==> src/rtl/spi_reg_target_pkg.sv <==
// Shared types and opcodes for the SPI register-file target.
package spi_reg_target_pkg;

    typedef enum logic [2:0] {
        S_CMD,
        S_ADDR_W,
        S_ADDR_R,
        S_WDATA,
        S_RDATA,
        S_DISCARD
    } state_t;

    localparam logic [7:0] OP_WRITE = 8'h01;
    localparam logic [7:0] OP_READ  = 8'h02;

endpackage

==> src/rtl/spi_edge_sync.sv <==
// Synchronizes spi_clk and MOSI into clk and produces registered rise/fall pulses.
module spi_edge_sync #(
    parameter int SYNC_STAGES = 2
) (
    input  logic clk,
    input  logic rstn,
    input  logic spi_clk,
    input  logic serial_in,
    output logic rise,
    output logic fall,
    output logic sdata
);

    logic [SYNC_STAGES-1:0] clk_sync;
    logic [SYNC_STAGES-1:0] dat_sync;
    logic                   clk_prev;

    always_ff @(posedge clk or negedge rstn) begin
        if (!rstn) begin
            clk_sync <= '0;
            dat_sync <= '0;
            clk_prev <= 1'b0;
            rise     <= 1'b0;
            fall     <= 1'b0;
            sdata    <= 1'b0;
        end else begin
            clk_sync <= {clk_sync[SYNC_STAGES-2:0], spi_clk};
            dat_sync <= {dat_sync[SYNC_STAGES-2:0], serial_in};
            clk_prev <= clk_sync[SYNC_STAGES-1];
            rise     <= clk_sync[SYNC_STAGES-1] & ~clk_prev;
            fall     <= ~clk_sync[SYNC_STAGES-1] & clk_prev;
            // data is delayed one extra stage so it lines up with the rise pulse
            sdata    <= dat_sync[SYNC_STAGES-1];
        end
    end

endmodule

==> src/rtl/spi_reg_target.sv <==
// SPI target decoding opcode/address/data frames into register-file strobes.
// Optional write echo on MISO: define SPI_REG_TARGET_WRITE_ECHO_EN.
module spi_reg_target
    import spi_reg_target_pkg::*;
#(
    parameter int REG_WIDTH    = 8,
    parameter int IDLE_TIMEOUT = 64,
    parameter int SYNC_STAGES  = 2
) (
    input  logic                 clk,
    input  logic                 rstn,
    input  logic                 spi_clk,
    input  logic                 serial_in,
    output logic                 serial_out,
    output logic [REG_WIDTH-1:0] reg_addr,
    output logic [REG_WIDTH-1:0] reg_wr_data,
    output logic                 reg_wr_en,
    output logic                 reg_rd_en,
    input  logic [REG_WIDTH-1:0] reg_rd_data,
    output logic                 frame_active,
    output logic                 frame_error
);

    localparam int BW = (REG_WIDTH > 1) ? $clog2(REG_WIDTH) : 1;
    localparam int TW = $clog2(IDLE_TIMEOUT + 1);

    state_t               state, state_next;
    logic                 rise, fall, sdata;
    logic [BW-1:0]        bit_cnt;
    logic [TW-1:0]        idle_cnt;
    logic [REG_WIDTH-2:0] rx_shift;
    logic [REG_WIDTH-1:0] rx_byte;
    logic [REG_WIDTH-1:0] tx_shift;
    logic                 byte_done, timeout, err_next;
    logic                 rd_load, skip_fall, miso_en;

    spi_edge_sync #(.SYNC_STAGES(SYNC_STAGES)) u_sync (
        .clk       (clk),
        .rstn      (rstn),
        .spi_clk   (spi_clk),
        .serial_in (serial_in),
        .rise      (rise),
        .fall      (fall),
        .sdata     (sdata)
    );

    always_ff @(posedge clk or negedge rstn) begin
        if (!rstn) state <= S_CMD;
        else       state <= state_next;
    end

    always_comb begin
        rx_byte    = {rx_shift, sdata};
        byte_done  = rise && (bit_cnt == BW'(REG_WIDTH - 1));
        // a rise in the expiry cycle keeps the frame alive
        timeout    = !rise && frame_active && (idle_cnt == TW'(IDLE_TIMEOUT - 1));
        state_next = state;
        err_next   = timeout && (bit_cnt != '0);
        if (timeout) begin
            state_next = S_CMD;
        end else if (byte_done) begin
            case (state)
                S_CMD: begin
                    if (rx_byte == REG_WIDTH'(OP_WRITE))     state_next = S_ADDR_W;
                    else if (rx_byte == REG_WIDTH'(OP_READ)) state_next = S_ADDR_R;
                    else begin
                        state_next = S_DISCARD;
                        err_next   = 1'b1;
                    end
                end
                S_ADDR_W: state_next = S_WDATA;
                S_ADDR_R: state_next = S_RDATA;
                default:  state_next = state;
            endcase
        end
    end

`ifdef SPI_REG_TARGET_WRITE_ECHO_EN
    logic echo_load;
    assign echo_load = byte_done && (state_next inside {S_ADDR_W, S_WDATA});
    assign miso_en   = state inside {S_ADDR_W, S_WDATA, S_RDATA};
`else
    assign miso_en   = (state == S_RDATA);
`endif
    assign serial_out = tx_shift[REG_WIDTH-1] & miso_en;

    always_ff @(posedge clk or negedge rstn) begin
        if (!rstn) begin
            bit_cnt      <= '0;
            idle_cnt     <= '0;
            rx_shift     <= '0;
            tx_shift     <= '0;
            reg_addr     <= '0;
            reg_wr_data  <= '0;
            reg_wr_en    <= 1'b0;
            reg_rd_en    <= 1'b0;
            rd_load      <= 1'b0;
            skip_fall    <= 1'b0;
            frame_active <= 1'b0;
            frame_error  <= 1'b0;
        end else begin
            reg_wr_en   <= 1'b0;
            reg_rd_en   <= 1'b0;
            rd_load     <= reg_rd_en;
            frame_error <= err_next;

            if (rise) begin
                rx_shift     <= rx_byte[REG_WIDTH-2:0];
                idle_cnt     <= '0;
                frame_active <= 1'b1;
                bit_cnt      <= byte_done ? '0 : bit_cnt + BW'(1);
            end else if (idle_cnt != TW'(IDLE_TIMEOUT)) begin
                idle_cnt <= idle_cnt + TW'(1);
            end

            if (byte_done) begin
                case (state)
                    S_ADDR_W: reg_addr <= rx_byte;
                    S_ADDR_R: begin
                        reg_addr  <= rx_byte;
                        reg_rd_en <= 1'b1;
                    end
                    S_WDATA: begin
                        reg_wr_data <= rx_byte;
                        reg_wr_en   <= 1'b1;
                    end
                    S_RDATA: begin
                        reg_addr  <= reg_addr + REG_WIDTH'(1);
                        reg_rd_en <= 1'b1;
                    end
                    default: ;
                endcase
            end
            if (reg_wr_en) reg_addr <= reg_addr + REG_WIDTH'(1);

            // a fresh load lands before the byte's last fall, so that fall must not shift
            if (rd_load) begin
                tx_shift  <= reg_rd_data;
                skip_fall <= 1'b1;
`ifdef SPI_REG_TARGET_WRITE_ECHO_EN
            end else if (echo_load) begin
                tx_shift  <= rx_byte;
                skip_fall <= 1'b1;
`endif
            end else if (fall) begin
                if (skip_fall) skip_fall <= 1'b0;
                else           tx_shift  <= {tx_shift[REG_WIDTH-2:0], 1'b0};
            end

            if (timeout) begin
                frame_active <= 1'b0;
                bit_cnt      <= '0;
                tx_shift     <= '0;
                skip_fall    <= 1'b0;
            end
        end
    end

endmodule

==> config.mk <==
export PLATFORM = sky130hd
export DESIGN_NAME = spi_reg_target
export DESIGN_NICKNAME = d
export VERILOG_FILES = /design/src/rtl/spi_reg_target_pkg.sv /design/src/rtl/spi_edge_sync.sv /design/src/rtl/spi_reg_target.sv
export SDC_FILE = /design/constraint.sdc
export NUM_CORES = 1
export LEC_CHECK = 0
export ABC_AREA = 1
export BUFFER_PORTS_ARGS = -buffer_cell sky130_fd_sc_hd__buf_2
export CORE_AREA = 3 3 79 81
export DETAILED_ROUTE_END_ITERATION = 7
export DIE_AREA = 0 0 82 84
export PLACE_DENSITY = 0.79
export SLEW_MARGIN = 5
export SYNTH_ARGS = -nofsm -noshare
export SYNTH_HDL_FRONTEND = slang
export SYNTH_SLANG_ARGS = --single-unit
==> constraint.sdc <==
create_clock -name clk -period 1.4 [get_ports clk]
set_input_delay 0.28 -clock clk [delete_from_list [all_inputs] [get_ports clk]]
set_output_delay 0.28 -clock clk [all_outputs]
set_load 0.03 [all_outputs]
[Word level (Yosys, flattened, before mapping)]
Cells that the tools add are included.
Word-level totals
  input bits: 12
  register bits: 58
Operators by class
  muxes and demuxes: 31
  $add $sub $neg: 3
  eq/ne operators: 10
  reduce and logical (&&, ||, !) cells: 20
  bitwise operators: 5
Operators by type and width (count)
  $mux W8: 6
  $mux W3: 7
  $pmux W8 S2: 1
  $mux W1: 14
  $mux W7: 2
  $pmux W3 S3: 1
  $reduce_bool A3 Y1: 3
  $add A8 B1 Y8 const B: 1
  $eq A8 B1 Y1 const B: 1
  $eq A8 B2 Y1 const B: 1
  $reduce_and A2 Y1: 4
  $reduce_bool A2 Y1: 4
  $add A7 B1 Y7 const B: 1
  $eq A7 B6 Y1 const B: 1
  $ne A7 B7 Y1 const B: 1
  $eq A3 B2 Y1 const B: 2
  $eq A3 B3 Y1 const B: 2
  $logic_and A1 B1 Y1: 4
  $reduce_bool A4 Y1: 1
  $reduce_or A2 Y1: 2
  $add A3 B1 Y3 const B: 1
  $and A1 B1 Y1: 3
  $eq A3 B1 Y1 const B: 1
  $logic_not A3 Y1: 1
  other kinds (3): 4

[Longest topological paths before layout]
Gate-level depths: netlist of the first run.
  word-level depth: 9
  gate-level depth with buffers: 9

[Cells and area by module]
From an unflattened synthesis of the first run, not the netlist that was laid out.
Unflattened totals
  cells, all modules: 314
  area total of the unflattened synthesis: 2743.9 sq um
By module, submodules not included
  spi_reg_target: cells an instance 302, instances 1, sequential area each 1251.2 sq um, area an instance 2528.7 sq um
  spi_edge_sync: cells an instance 12, instances 1, sequential area each 200.2 sq um, area an instance 215.2 sq um

[Worst setup path after synthesis of the first run]
No wires, ideal clock.
  kind: flip-flop to flip-flop
  from: reg bit_cnt[0]
  to: reg reg_addr[2]
  stages on the path, launching flop included: 10
  library setup time: 66 ps
  path slack: -65 ps
  arrival: 1399 ps
  clock period less this slack: 1465 ps
  path through: dfrtp_1 ha_1 ha_1 nand2_2 inv_1 nor2_1 nor2_8 inv_4 nand2_1 nand2_1
On the way
  longest elaborated chain between the ends: 4
RTL lines
  from (decl): RTL line spi_reg_target.sv:29  | logic [BW-1:0] bit_cnt;
  from (signal assigned): RTL line spi_reg_target.sv:111  | bit_cnt <= byte_done ? '0 : bit_cnt + BW'(1);
  $eq A3 B3 Y1: RTL line spi_reg_target.sv:54  | byte_done = rise && (bit_cnt == BW'(REG_WIDTH - 1));
  $logic_and A1 B1 Y1: RTL line spi_reg_target.sv:54
  $reduce_bool A2 Y1 (no line)
  $reduce_and A2 Y1 (no line)
  to (signal assigned): RTL line spi_reg_target.sv:118  | S_ADDR_W: reg_addr <= rx_byte;
  to (signal assigned): RTL line spi_reg_target.sv:120  | reg_addr <= rx_byte;
  to (signal assigned): RTL line spi_reg_target.sv:128  | reg_addr <= reg_addr + REG_WIDTH'(1);
  to (decl): RTL line spi_reg_target.sv:15  | output logic [REG_WIDTH-1:0] reg_addr,
Every way passes these cells.
A chain may end at the register's enable or synchronous reset.

[Worst setup path after layout of the first run]
  from: reg state[0]
  to: out serial_out
On the way
  longest elaborated chain between the ends: 2
RTL lines
  from (decl): RTL line spi_reg_target.sv:27  | state_t state, state_next;
  from (signal assigned): RTL line spi_reg_target.sv:49  | else state <= state_next;
  $eq A3 B3 Y1: RTL line spi_reg_target.sv:83  | assign miso_en = (state == S_RDATA);
  $and A1 B1 Y1: RTL line spi_reg_target.sv:85  | assign serial_out = tx_shift[REG_WIDTH-1] & miso_en;
  to (decl): RTL line spi_reg_target.sv:14  | output logic serial_out,
Every way passes these cells.

==> results of run 1 <==
==> power breakdown <==
group	internal (mW)	leakage (nW)	switching [mW]	total, mW
clock	0.816	0.0893	0.669	1.48
combinational	0.627	0.967	0.906	1.53
sequential	1.89	0.770	0.221	2.11
total	3.33	1.83	1.80	5.12
==> routing by layer <==
layer | routed length, um | global-route usage (%)
met1 | 2670 | 23.6
met4 | 155 | 8.46
met3 | 386 | 5.62
met2 | 3420 | 30.6
met5 | 0 | 0
==> worst min path at each step <==
stage | startpoint | endpoint | slack (ns) | depth (start not counted)
floorplan | rstn | bit_cnt[0]$_DFFE_PN0P_ | -0.02 | 0
global placement | rstn | u_sync.clk_sync[0]$_DFF_PN0_ | 0.30 | 2
detailed placement | rstn | u_sync.clk_prev$_DFF_PN0_ | 0.30 | 2
CTS | spi_clk | u_sync.clk_sync[0]$_DFF_PN0_ | 0.02 | 1
global route | spi_clk | u_sync.clk_sync[0]$_DFF_PN0_ | 0.02 | 1
finish | serial_in | u_sync.dat_sync[0]$_DFF_PN0_ | 0.04 | 1
==> through the flow <==
stage | TNS (ns) | utilization, %
3_3_place_gp | -0.0196 | 55.6
6_report | -0.317 | 65.3
3_5_place_dp | -0.526 | 55.6
4_1_cts | -0.117 | 61.2
5_1_grt | -1.67 | 65.3
2_1_floorplan | 0 | -
==> logic make-up (layout without fill, tap and decap cells) <==
group           Yosys count  in the layout  synth area share [%]
compound gates           55             55                  10.8
xor+xnor                  3              3                 0.947
buf+inv                  58            121                  8.74
fa+ha+maj                 6              6                  2.70
flops                    58             58                  52.3
simple gates            148            152                  24.5
==> Yosys cell counts (all sizes together) <==
cell type  number  area share (%)
ha              6             2.7
o31ai           1            0.27
nor3            1            0.18
nor2           29             5.3
buf             3             1.2
nand2          84              12
xor2            3            0.95
dfrtp          58              52
o21ai          44             7.9
nand3          31             6.4
nor3b           1            0.27
inv            51             7.0
or2             1            0.23
a21oi           3            0.54
clkbuf          4            0.54
nand4           1            0.23
o211ai          7             2.1
==> repair_timing <==
item / in CTS / in global routing
endpoints found under the setup margin: 22 / 33
setup buffers: 6 / 5
hold endpoints to repair: 58 / 0
pin swaps: 5 / 19
hold buffers: 1 / 0
cloned: 1 / 3
gates resized for setup: 13 / 51
==> state kept, by name, indices dropped and copies added, names as in the netlist, 3 cells and up <==
register     cells
state            3
reg_addr         8
bit_cnt          3
rx_shift         7
tx_shift         8
idle_cnt         7
reg_wr_data      8
==> final cells by class <==
cell class | count | area, um2 | area share, %
Timing Repair Buffer | 54 | 367 | 10.1
Clock buffer | 11 | 131 | 3.63
Inverter | 51 | 196 | 5.43
Sequential cell | 58 | 1450 | 40.2
Tap cell | 72 | 90.1 | 2.49
Clock inverter | 5 | 55.1 | 1.52
Multi-Input combinational cell | 216 | 1330 | 36.6
==> critical path, stage by stage (launching register included) <==
cell	delay, ns
dfrtp_1	0.41
nor2_4	0.13
nand2_2	0.06
nor2_1	0.09
buf_4	0.17
==> cells in the final DEF (no fill, tap or decap), types with 2 or more instances in the layout <==
| cell type | synthesis | layout |
|---|---|---|
| nor2_4 | 2 | 7 |
| ha_2 | 0 | 2 |
| dfrtp_2 | 0 | 2 |
| o21ai_2 | 0 | 7 |
| nor2_2 | 3 | 2 |
| nand2_1 | 80 | 60 |
| o211ai_1 | 6 | 6 |
| ha_1 | 6 | 3 |
| clkinv_2 | 0 | 2 |
| clkbuf_8 | 0 | 9 |
| nand2_4 | 1 | 9 |
| inv_1 | 50 | 49 |
| clkbuf_1 | 4 | 2 |
| clkinvlp_4 | 0 | 2 |
| buf_4 | 0 | 17 |
| nand2_2 | 3 | 15 |
| nor2_1 | 23 | 20 |
| a21oi_1 | 3 | 3 |
| nand3_1 | 28 | 28 |
| nand3_4 | 1 | 3 |
| buf_6 | 3 | 3 |
| nand2_8 | 0 | 2 |
| buf_12 | 0 | 2 |
| dfrtp_1 | 58 | 56 |
| o21ai_1 | 14 | 13 |
| xor2_1 | 3 | 3 |
| o21ai_0 | 30 | 24 |
| buf_2 | 0 | 31 |
==> results.toml, run 1 <==
[drt]
via_per_inst = 5.17
drtIter0Drc = 176
detail-route-antenna-nets = 0
drt_pass1_iterations = 4
totalWireLength_mm = 6.63
dr_total_vias = 2416
routedWlPerCell_um = 14.2
drc = 0

[placed_design]
place_area_um2 = 3080
io_buffers = 32
place.gp.congestion = 0.817
dpl.cell_count = 435
dpl.hpwl_mm = 3.80
pre_cts_ws_ns = -0.0649

[clocking]
clock-sinks = 58
root_buffer = "clkbuf_8"
ctsHtreeMaxLevel = 3
clk_pin_slew_worst_paths_ns = 0.06
worstSkewPairLatency_ns = 0.35
cts_tree = "built"
numCtsBuffers = 9
clk_path_buf_depth = 2

[sta]
min_period_ns = 1.48
worstMarginPinSlew_ns = 0.427
max_freq_mhz = 677
fin_hold_ws_ns = 0.0429
fin_skew_ns = 0.0113
post-route-period-util_pct = 106
setup_slack_ns = -0.0772
relSlewSlack_pct = 71.5
setup_viol = 15
maxSlewViolCount = 0
rsz0062_at_grt = "yes"
hold_viol_final = 0

[yosys]
synth_nets = 346
netlist_instances = 328
syn_area_um2 = 2780
syn_area_per_cell_um2 = 8.46
ys_types = 27
ys_seq_area_share_pct = 52.3
ys_warn_count = 0
synth_seq_cells = 58

[pwr]
ir_worst_vdd_uv = 816
cellPowerDensity_nw_per_um2 = 1420
leakagePower_nw = 1.83
finalPower_mw = 5.12

[finish]
final_area_um2 = 3620
area_growth_syn_to_layout_pct = 30.3
nFillCells = 430
drive_gt1_share_pct = 31.4
fin_cells = 467
diodes = 0
nNetsFinal = 408

[worst_setup_path]
cp_data_arrival_time_ns = 1.20
reg2reg_to = "reg_wr_data[6]$_DFFE_PN0P_"
endpoint_kind = "primary output"
r2r_setup_slack_ns = -0.03
worstPathRequired_ns = 1.12
rr_worst_depth = 8
cp_max_fo = 2
endpoint = "serial_out"
r2r-start = "bit_cnt[0]$_DFFE_PN0P_"
start_kind = "register"
critPathKind = "reg2out"
crit_path_start = "state[0]$_DFFE_PN0P_"

[floorplan]
ios = 33
start_util_pct = 50.1
fp.dieH_um = 84
die_w_um = 82
rows = 27
core_region_area_um2 = 5540
dieArea_um2 = 6890

[global_routing]
antenna_found_initial = 0
grt_pass1_wl_mm = 10.1
grt_usage_pct = 19.1
overflow = 0
grt_pass1_vias = 2234
grt_max_degree = 59

[hold_path]
hp-class = "in2reg"

[outcome]
status = "complete, but fails checks"
violations = "negative setup slack"

[run]
maxCapViolCount = 0
Power figures use the tool's default switching activity.
==> run 2, diff against run 1 <==
- TNS_END_PERCENT: unset -> 50
==> results.toml, run 2 (synthesis gave the netlist of run 1 again) <==
[floorplan]
fp.dieH_um = 84
core_region_area_um2 = 5540
dieArea_um2 = 6890
rows = 27
ios = 33
die_w_um = 82
start_util_pct = 50.1

[run]
maxCapViolCount = 0

[drt]
dr_total_vias = 2361
detail-route-antenna-nets = 0
routedWlPerCell_um = 13.4
via_per_inst = 5.06
drc = 0
drt_pass1_iterations = 4
drtIter0Drc = 173
totalWireLength_mm = 6.27

[worst_setup_path]
critPathKind = "reg2out"
cp_num_buf_inv = 1
start_kind = "register"
cp_max_fo = 2
crit_family = "flip-flops"
worstPathRequired_ns = 1.12
crit_slowest_cell = "dfrtp_1"
endpoint_kind = "primary output"
cp_data_arrival_time_ns = 1.21
cpPeakStageDelay_ns = 0.41
crit_chain = "nor2_4, nand2_2, nor2_1, buf_4"

[pwr]
cellPowerDensity_nw_per_um2 = 1430
leakagePower_nw = 1.83
finalPower_mw = 5.09
ir_worst_vdd_uv = 808

[sta]
setup_viol = 2
min_period_ns = 1.49
maxSlewViolCount = 0
hold_viol_final = 0
max_freq_mhz = 671
rsz0062_at_grt = "yes"
worstMarginPinSlew_ns = 0.347
post-route-period-util_pct = 106
fin_skew_ns = 0.0106
setup_slack_ns = -0.0895
relSlewSlack_pct = 76.8

[global_routing]
grt_pass1_vias = 2234
grt_usage_pct = 19.1
antenna_found_initial = 0
overflow = 0
grt_pass1_wl_mm = 10.1
grt_max_degree = 59

[placed_design]
dpl.hpwl_mm = 3.80
place.gp.congestion = 0.817
io_buffers = 32
dpl.cell_count = 435
pre_cts_ws_ns = -0.0649

[clocking]
ctsHtreeMaxLevel = 3
clk_path_buf_depth = 2
cts_tree = "built"
worstSkewPairLatency_ns = 0.35
numCtsBuffers = 9
clock-sinks = 58
root_buffer = "clkbuf_8"
clk_pin_slew_worst_paths_ns = 0.06

[outcome]
violations = "negative setup slack"
status = "complete, but fails checks"

[finish]
drive_gt1_share_pct = 27.8
diodes = 0
layout_commonest_cell = "nand2_1"
area_growth_syn_to_layout_pct = 27.9
fin_cells = 467
nFillCells = 440
layout_common_cells = "nand2_1 (70), dfrtp_1 (56), inv_1 (49)"
reg_top3 = "reg_addr (8), reg_wr_data (8), tx_shift (8)"
nNetsFinal = 408

[hold_path]
hp-class = "in2reg"
-- run 2: cell counts in the layout (fill, tap and decap cells not counted) --
No cell type changed its count.
-- run 2: worst paths after layout --
path	from	end	slack [ns]	depth (start not counted)
worst max-delay path	state[0]$_DFFE_PN0P_	serial_out	-0.09	4
worst min-delay path	serial_in	u_sync.dat_sync[0]$_DFF_PN0_	0.04	1
worst max register to register	bit_cnt[0]$_DFFE_PN0P_	reg_addr[6]$_DFFE_PN0P_	0	8
worst min register to register	u_sync.clk_sync[0]$_DFF_PN0_	u_sync.clk_sync[1]$_DFF_PN0_	0.35	0
max in group asynchronous	rstn	reg_addr[1]$_DFFE_PN0P_	0.68	3
min in group asynchronous	rstn	reg_wr_en$_DFF_PN0_	0.46	3
-- run 2: layout make-up --
cell class / instances / area [um2] / area share, %
clock buffer: 11 / 131 / 3.70
clock inverter: 5 / 55.1 / 1.55
multi-input combinational: 216 / 1270 / 35.6
tap: 72 / 90.1 / 2.54
inverter: 51 / 196 / 5.53
timing repair buffer: 54 / 359 / 10.1
sequential: 58 / 1450 / 40.9
-- run 2: through the flow --
stage	instance area (um2)	utilization, %	TNS (ns)	hold WS [ns]
floorplan	2780	-	0	-0.0156
global placement	3080	55.6	-0.0196	0.303
detailed placement	3080	55.6	-0.526	0.305
CTS	3390	61.2	-0.117	0.0240
global route	3550	64.1	-1.24	0.0183
finish	3550	64.1	-0.0920	0.0351
-- run 2: power by group --
| group | internal [mW] | leakage [nW] | total, mW | switching, mW |
|---|---|---|---|---|
| sequential | 1.89 | 0.770 | 2.10 | 0.216 |
| clock | 0.815 | 0.0893 | 1.49 | 0.670 |
| combinational | 0.620 | 0.968 | 1.50 | 0.880 |
-- run 2: worst register-to-register path: stages (launching register included) --
cell     delay, ns
dfrtp_1       0.39
ha_2          0.19
ha_4          0.17
nand2_4       0.08
inv_2         0.05
nor2_4        0.18
nor2_8        0.08
nand3_1       0.09
nand2_1       0.07
-- run 2: what timing repair did --
item	4_1_cts	5_1_grt
hold buffers	1	0
buffers inserted	6	5
pin swaps	5	16
gates resized for setup	13	32
endpoints found under the hold margin	58	0
cloned	1	3
endpoints found under the setup margin	22	33
-- run 2: metal layers --
layer / share of wire, % / global-route usage (%) / wire length (um)
met1: 42 / 23.6 / 2600
met2: 51 / 30.6 / 3200
met3: 5.0 / 5.62 / 315
met4: 2.4 / 8.46 / 150
met5: 0 / 0 / 0
